$ cat src/rtl/mem_pkg.sv
// Shared constants and FSM encoding for the byte-memory DMA engine.
package mem_pkg;
  localparam int MEM_AW = 12;
  localparam int MEM_DW = 8;
  localparam int MEM_LW = 13;

  // Block-select field inside a memory address.
  localparam int BLK_HI = 11;
  localparam int BLK_LO = 10;

  localparam logic MODE_COPY = 1'b0;
  localparam logic MODE_FILL = 1'b1;

  typedef enum logic [2:0] {IDLE, RD, WR, FW, FIN} state_e;
endpackage

$ cat src/rtl/mem_dma_addr_gen.sv
// Latched source/destination bases plus the byte index; produces the
// per-byte addresses (modulo 2^AW) and the last-byte flag.
module mem_dma_addr_gen
  import mem_pkg::*;
#(
  parameter int AW = MEM_AW,
  parameter int LW = MEM_LW
) (
  input  logic          clk,
  input  logic          rst_n,
  input  logic          load,
  input  logic          inc,
  input  logic [AW-1:0] src,
  input  logic [AW-1:0] dst,
  input  logic [LW-1:0] len,
  output logic [AW-1:0] src_nxt,
  output logic [AW-1:0] dst_addr,
  output logic [AW-1:0] dst_nxt,
  output logic          last
);
  logic [AW-1:0] src_q, dst_q;
  logic [LW-1:0] len_q, i_q, i_nxt;

  always_ff @(posedge clk or negedge rst_n) begin
    if (!rst_n) begin
      src_q <= '0;
      dst_q <= '0;
      len_q <= '0;
      i_q   <= '0;
    end else if (load) begin
      src_q <= src;
      dst_q <= dst;
      len_q <= len;
      i_q   <= '0;
    end else if (inc) begin
      i_q   <= i_nxt;
    end
  end

  assign i_nxt    = i_q + 1'b1;
  assign dst_addr = dst_q + i_q[AW-1:0];
  assign src_nxt  = src_q + i_nxt[AW-1:0];
  assign dst_nxt  = dst_q + i_nxt[AW-1:0];
  // i+1 fits in LW bits even for a full 4096-byte transfer.
  assign last     = (i_nxt == len_q);
endmodule

$ cat src/rtl/mem_dma.sv
// Block copy / fill engine driving a byte memory with registered read data.
// Copy alternates RD/WR (2 cycles per byte); fill writes every cycle.
module mem_dma
  import mem_pkg::*;
#(
  parameter int AW = MEM_AW,
  parameter int DW = MEM_DW,
  parameter int LW = MEM_LW
) (
  input  logic          clk,
  input  logic          rst_n,
  input  logic          start,
  input  logic          mode,
  input  logic [AW-1:0] src,
  input  logic [AW-1:0] dst,
  input  logic [LW-1:0] len,
  input  logic [DW-1:0] pattern,
  output logic          busy,
  output logic          done,
  output logic          mem_we,
  output logic [AW-1:0] mem_addr,
  output logic [DW-1:0] mem_wdata,
  input  logic [DW-1:0] mem_rdata
);
  state_e        state_q, state_d;
  logic          busy_q, busy_d, done_q, done_d, we_q, we_d;
  logic [AW-1:0] addr_q, addr_d;
  logic          mode_q;
  logic [DW-1:0] pattern_q;
  logic          load, inc, last;
  logic [AW-1:0] src_nxt, dst_addr, dst_nxt;

  mem_dma_addr_gen #(.AW(AW), .LW(LW)) u_agen (
    .clk     (clk),
    .rst_n   (rst_n),
    .load    (load),
    .inc     (inc),
    .src     (src),
    .dst     (dst),
    .len     (len),
    .src_nxt (src_nxt),
    .dst_addr(dst_addr),
    .dst_nxt (dst_nxt),
    .last    (last)
  );

  always_ff @(posedge clk or negedge rst_n) begin
    if (!rst_n) begin
      state_q   <= IDLE;
      busy_q    <= 1'b0;
      done_q    <= 1'b0;
      we_q      <= 1'b0;
      addr_q    <= '0;
      mode_q    <= MODE_COPY;
      pattern_q <= '0;
    end else begin
      state_q <= state_d;
      busy_q  <= busy_d;
      done_q  <= done_d;
      we_q    <= we_d;
      addr_q  <= addr_d;
      if (load) begin
        mode_q    <= mode;
        pattern_q <= pattern;
      end
    end
  end

  always_comb begin
    state_d = state_q;
    busy_d  = 1'b0;
    done_d  = 1'b0;
    we_d    = 1'b0;
    addr_d  = addr_q;
    load    = 1'b0;
    inc     = 1'b0;
    unique case (state_q)
      IDLE: if (start) begin
        load = 1'b1;
        if (len == '0) begin
          state_d = FIN;
          done_d  = 1'b1;
        end else if (mode == MODE_FILL) begin
          state_d = FW;
          busy_d  = 1'b1;
          we_d    = 1'b1;
          addr_d  = dst;
        end else begin
          state_d = RD;
          busy_d  = 1'b1;
          addr_d  = src;
        end
      end
      RD: begin
        state_d = WR;
        busy_d  = 1'b1;
        we_d    = 1'b1;
        addr_d  = dst_addr;
      end
      WR: begin
        inc = 1'b1;
        if (last) begin
          state_d = FIN;
          done_d  = 1'b1;
        end else begin
          state_d = RD;
          busy_d  = 1'b1;
          addr_d  = src_nxt;
        end
      end
      FW: begin
        inc = 1'b1;
        if (last) begin
          state_d = FIN;
          done_d  = 1'b1;
        end else begin
          busy_d = 1'b1;
          we_d   = 1'b1;
          addr_d = dst_nxt;
        end
      end
      FIN: state_d = IDLE;
      default: state_d = IDLE;
    endcase
  end

  assign busy      = busy_q;
  assign done      = done_q;
  assign mem_we    = we_q;
  assign mem_addr  = addr_q;
  // In copy mode the write data is the byte read on the preceding RD cycle.
  assign mem_wdata = (mode_q == MODE_FILL) ? pattern_q : mem_rdata;
endmodule

$ cat config.mk
export PLATFORM = sky130hd
export DESIGN_NAME = mem_dma
export DESIGN_NICKNAME = d
export VERILOG_FILES = /design/src/rtl/mem_pkg.sv /design/src/rtl/mem_dma_addr_gen.sv /design/src/rtl/mem_dma.sv
export SDC_FILE = /design/constraint.sdc
export NUM_CORES = 1
export LEC_CHECK = 0
export CAP_MARGIN = 10
export CORE_MARGIN = 8
export CORE_UTILIZATION = 55
export CTS_CLUSTER_DIAMETER = 30
export DETAILED_ROUTE_END_ITERATION = 12
export PLACE_DENSITY = 0.89
export SLEW_MARGIN = 20
export SYNTH_ARGS = -nofsm -noshare
export SYNTH_HDL_FRONTEND = slang
export SYNTH_SLANG_ARGS = --single-unit
$ cat constraint.sdc
create_clock -name clk -period 4.2 [get_ports clk]
set_clock_uncertainty 0.1 [all_clocks]
set_input_delay 0.42 -clock clk [delete_from_list [all_inputs] [get_ports clk]]
set_output_delay 0.42 -clock clk [all_outputs]
set_load 0.01 [all_outputs]
==> metrics.cfg <==
[route]
detail_route.wl_per_cell_um=18.8
firstDrtPassIters=5
routed_wirelength_um=13000
viasPerCell=5.96
drc=0
vias=4106
first_iter_violations=255
postRouteAntennaNets=0

[critical_path]
arrival_ps=3670
worstReg2RegEnd=mem_addr[10]
r2r_setup_slack_ps=670
critPathMaxFanout=16
critical_path_class=register to register
startpoint=state_q[2]
path_cells=nand3b_4, mux2_2, ha_1, fa_1, a21o_1, maj3_2, a31oi_4, o21ai_2, a211oi_2, o221ai_1, mux2_4
critPathCaptureType=register
slowest_stage=dfrtp_1
required_ps=4340
rr_startpoint=state_q[2]
crit_buf_inv=0
cp-endpoint=mem_addr[10]
critPathLaunchType=register
path_depth=11
critPathMaxStageDelay_ps=480
rr_worst_depth=11
crit_family=adder cells

[sta]
rsz0062_at_grt=false
layout_min_cycle_time_ps=3530
drv_slew=0
hold_violations=0
relSlewSlack_pct=35.6
setup_tns_ps=0
setup_violations=0
worst_pin_slew_ps=966
period_share_pct=84.0
max_freq_ghz=0.283

[power]
leakage_nw=2.68
p_sw_share_pct=42.6
internal_power_mw=2.87
clkPwrFrac_pct=10.5
p_sw_mw=2.13
finalPower_mw=4.99
power_frac_comb_pct=61.0
powerDensity_nw_per_um2=799
power.share.sequential_pct=28.5
max-vdd-ir-drop_mv=0.423

[die]
num_rows=35
initial_core_util_pct=56.8
die_y_um=114
die_area_um2=12900
die_w_um=114
io_pins=80
core_um2=9240

[clock_network]
clk_latency_ps=360
cts_inserted_buffers=9
clockBufferDepth=2
h-tree-depth=3
cts_sinks=77
post_cts_resized=0
cts_hold_buf=0
post_cts_buffers=0
cts_root_buf=clkbuf_8
clk_pin_slew_ps=90
cts_tree=built

[global_routing]
grt_overflow=0
antenna_found_initial=0
grtUsageTotal_pct=21.0
grt_pass1_vias=4529
grt_max_degree=78
grt_pass1_wl_um=21900

[place]
placed_cells=673
dp_hpwl_um=9810
place.gp.congestion=0.936
port_buffers=79

[finish]
diodes=0
nets=636
layout_common_cells=clkdlybuf4s50_1 (78), dfrtp_1 (77), mux2_2 (63)
instances_no_fill=689
drive_above_1_share_pct=20.2
area_growth_pct=18.9
final_common_cell=clkdlybuf4s50_1

[yosys]
yosysWarnings=0
synthArstFlopShare_pct=100
synth_area_um2=5250
syn_avg_cell_area_um2=10.8
synth_cell_type_count=71
ys_seq_elements=77
ys.flop_type=dfrtp_1
synth_edf_count=0
synth_nets=567
synth_seq_area_share_pct=36.7
syn_inst=486

[hold_path]
hp-class=primary input to asynchronous set/reset pin

[run_status]
status=complete, no violations

[job]
drv_cap=0

-- cells in the mapped netlist, drive strengths merged, types with 3 or more instances --
cell type / instances / share of area, %
a211oi: 4 / 0.67
xor3: 3 / 1.4
inv: 12 / 0.86
ha: 22 / 5.2
nor3: 12 / 1.4
nand2b: 6 / 0.71
xnor2: 24 / 4.0
o22ai: 3 / 0.36
mux2: 73 / 16
buf: 8 / 1.2
a31oi: 7 / 1.2
o21ai: 29 / 2.9
o31ai: 4 / 0.57
and2: 3 / 0.36
nor2: 25 / 2.4
nand3: 7 / 1.0
xor2: 20 / 3.3
o221ai: 8 / 1.3
a21o: 7 / 1.0
nand2: 45 / 3.2
dfrtp: 77 / 37
and3: 3 / 0.38
mux2i: 15 / 2.9
a21oi: 13 / 1.2
nor2b: 3 / 0.36
nand4: 4 / 0.88
clkbuf: 15 / 1.3
-- through the flow --
step | hold WS (ps) | instance area (µm²) | setup WS (ps) | util [%]
floorplan | 24.4 | 5250 | 746 | -
global placement | 384 | 6070 | 825 | 65.6
detailed placement | 390 | 6070 | 713 | 65.6
CTS | 148 | 6250 | 679 | 67.6
global route | 185 | 6250 | 553 | 67.6
finish | 108 | 6250 | 671 | 67.6
-- routing by layer --
metal  up-vias  wire [µm]  track usage [%]
met1      1993       5350             24.1
li1       1905          -                -
met4         0        474             11.2
met2       165       6220             34.9
met5         -          0                0
met3        43        933             6.02
-- cell families after synthesis --
logic type	share of synthesized area, %
xor gates and xnor gates	8.69
AOI/OAI and AO/OA	13.0
buffers and inverters	4.12
and+or+nand+nor	12.1
DFF	36.7
adders and majority gates	6.22
muxes	19.2
-- power groups by stage --
stage | registers (mW) | clock network (mW) | logic (mW)
2_1_floorplan | 1.32 | 0 | 2.35
3_3_place_gp | 1.41 | 0 | 2.88
3_5_place_dp | 1.43 | 0 | 3.00
4_1_cts | 1.42 | 0.535 | 3.03
5_1_grt | 1.46 | 0.564 | 3.34
6_report | 1.42 | 0.526 | 3.04
-- how the worst min path moves through the flow --
stage / start / to / slack [ps] / cells after the start
4_1_cts: rst_n / u_agen.len_q[12] / 150 / 1
6_report: rst_n / u_agen.dst_q[11] / 110 / 1
3_5_place_dp: pattern_q[1] / pattern_q[1] / 390 / 1
3_3_place_gp: pattern_q[6] / pattern_q[6] / 380 / 1
2_1_floorplan: rst_n / busy / 20 / 0
5_1_grt: rst_n / u_agen.i_q[9] / 180 / 1
-- flip-flops by register name, indices dropped and copies added, names as in the netlist --
signal / cells
u_agen.src_q: 12
mem_we: 1
state_q: 3
mode_q: 1
done: 1
mem_addr: 12
u_agen.i_q: 13
u_agen.len_q: 13
pattern_q: 8
u_agen.dst_q: 12
busy: 1
-- layout make-up --
type,count,area [µm²]
fillers,690,2990
clock inverters,7,56.3
inverters,12,45.0
multi-input cells,372,3110
clock buffers,9,124
well taps,129,161
repair buffers,83,818
flip-flops and latches,77,1930
No activity file was read; power rests on OpenSTA's default activity.
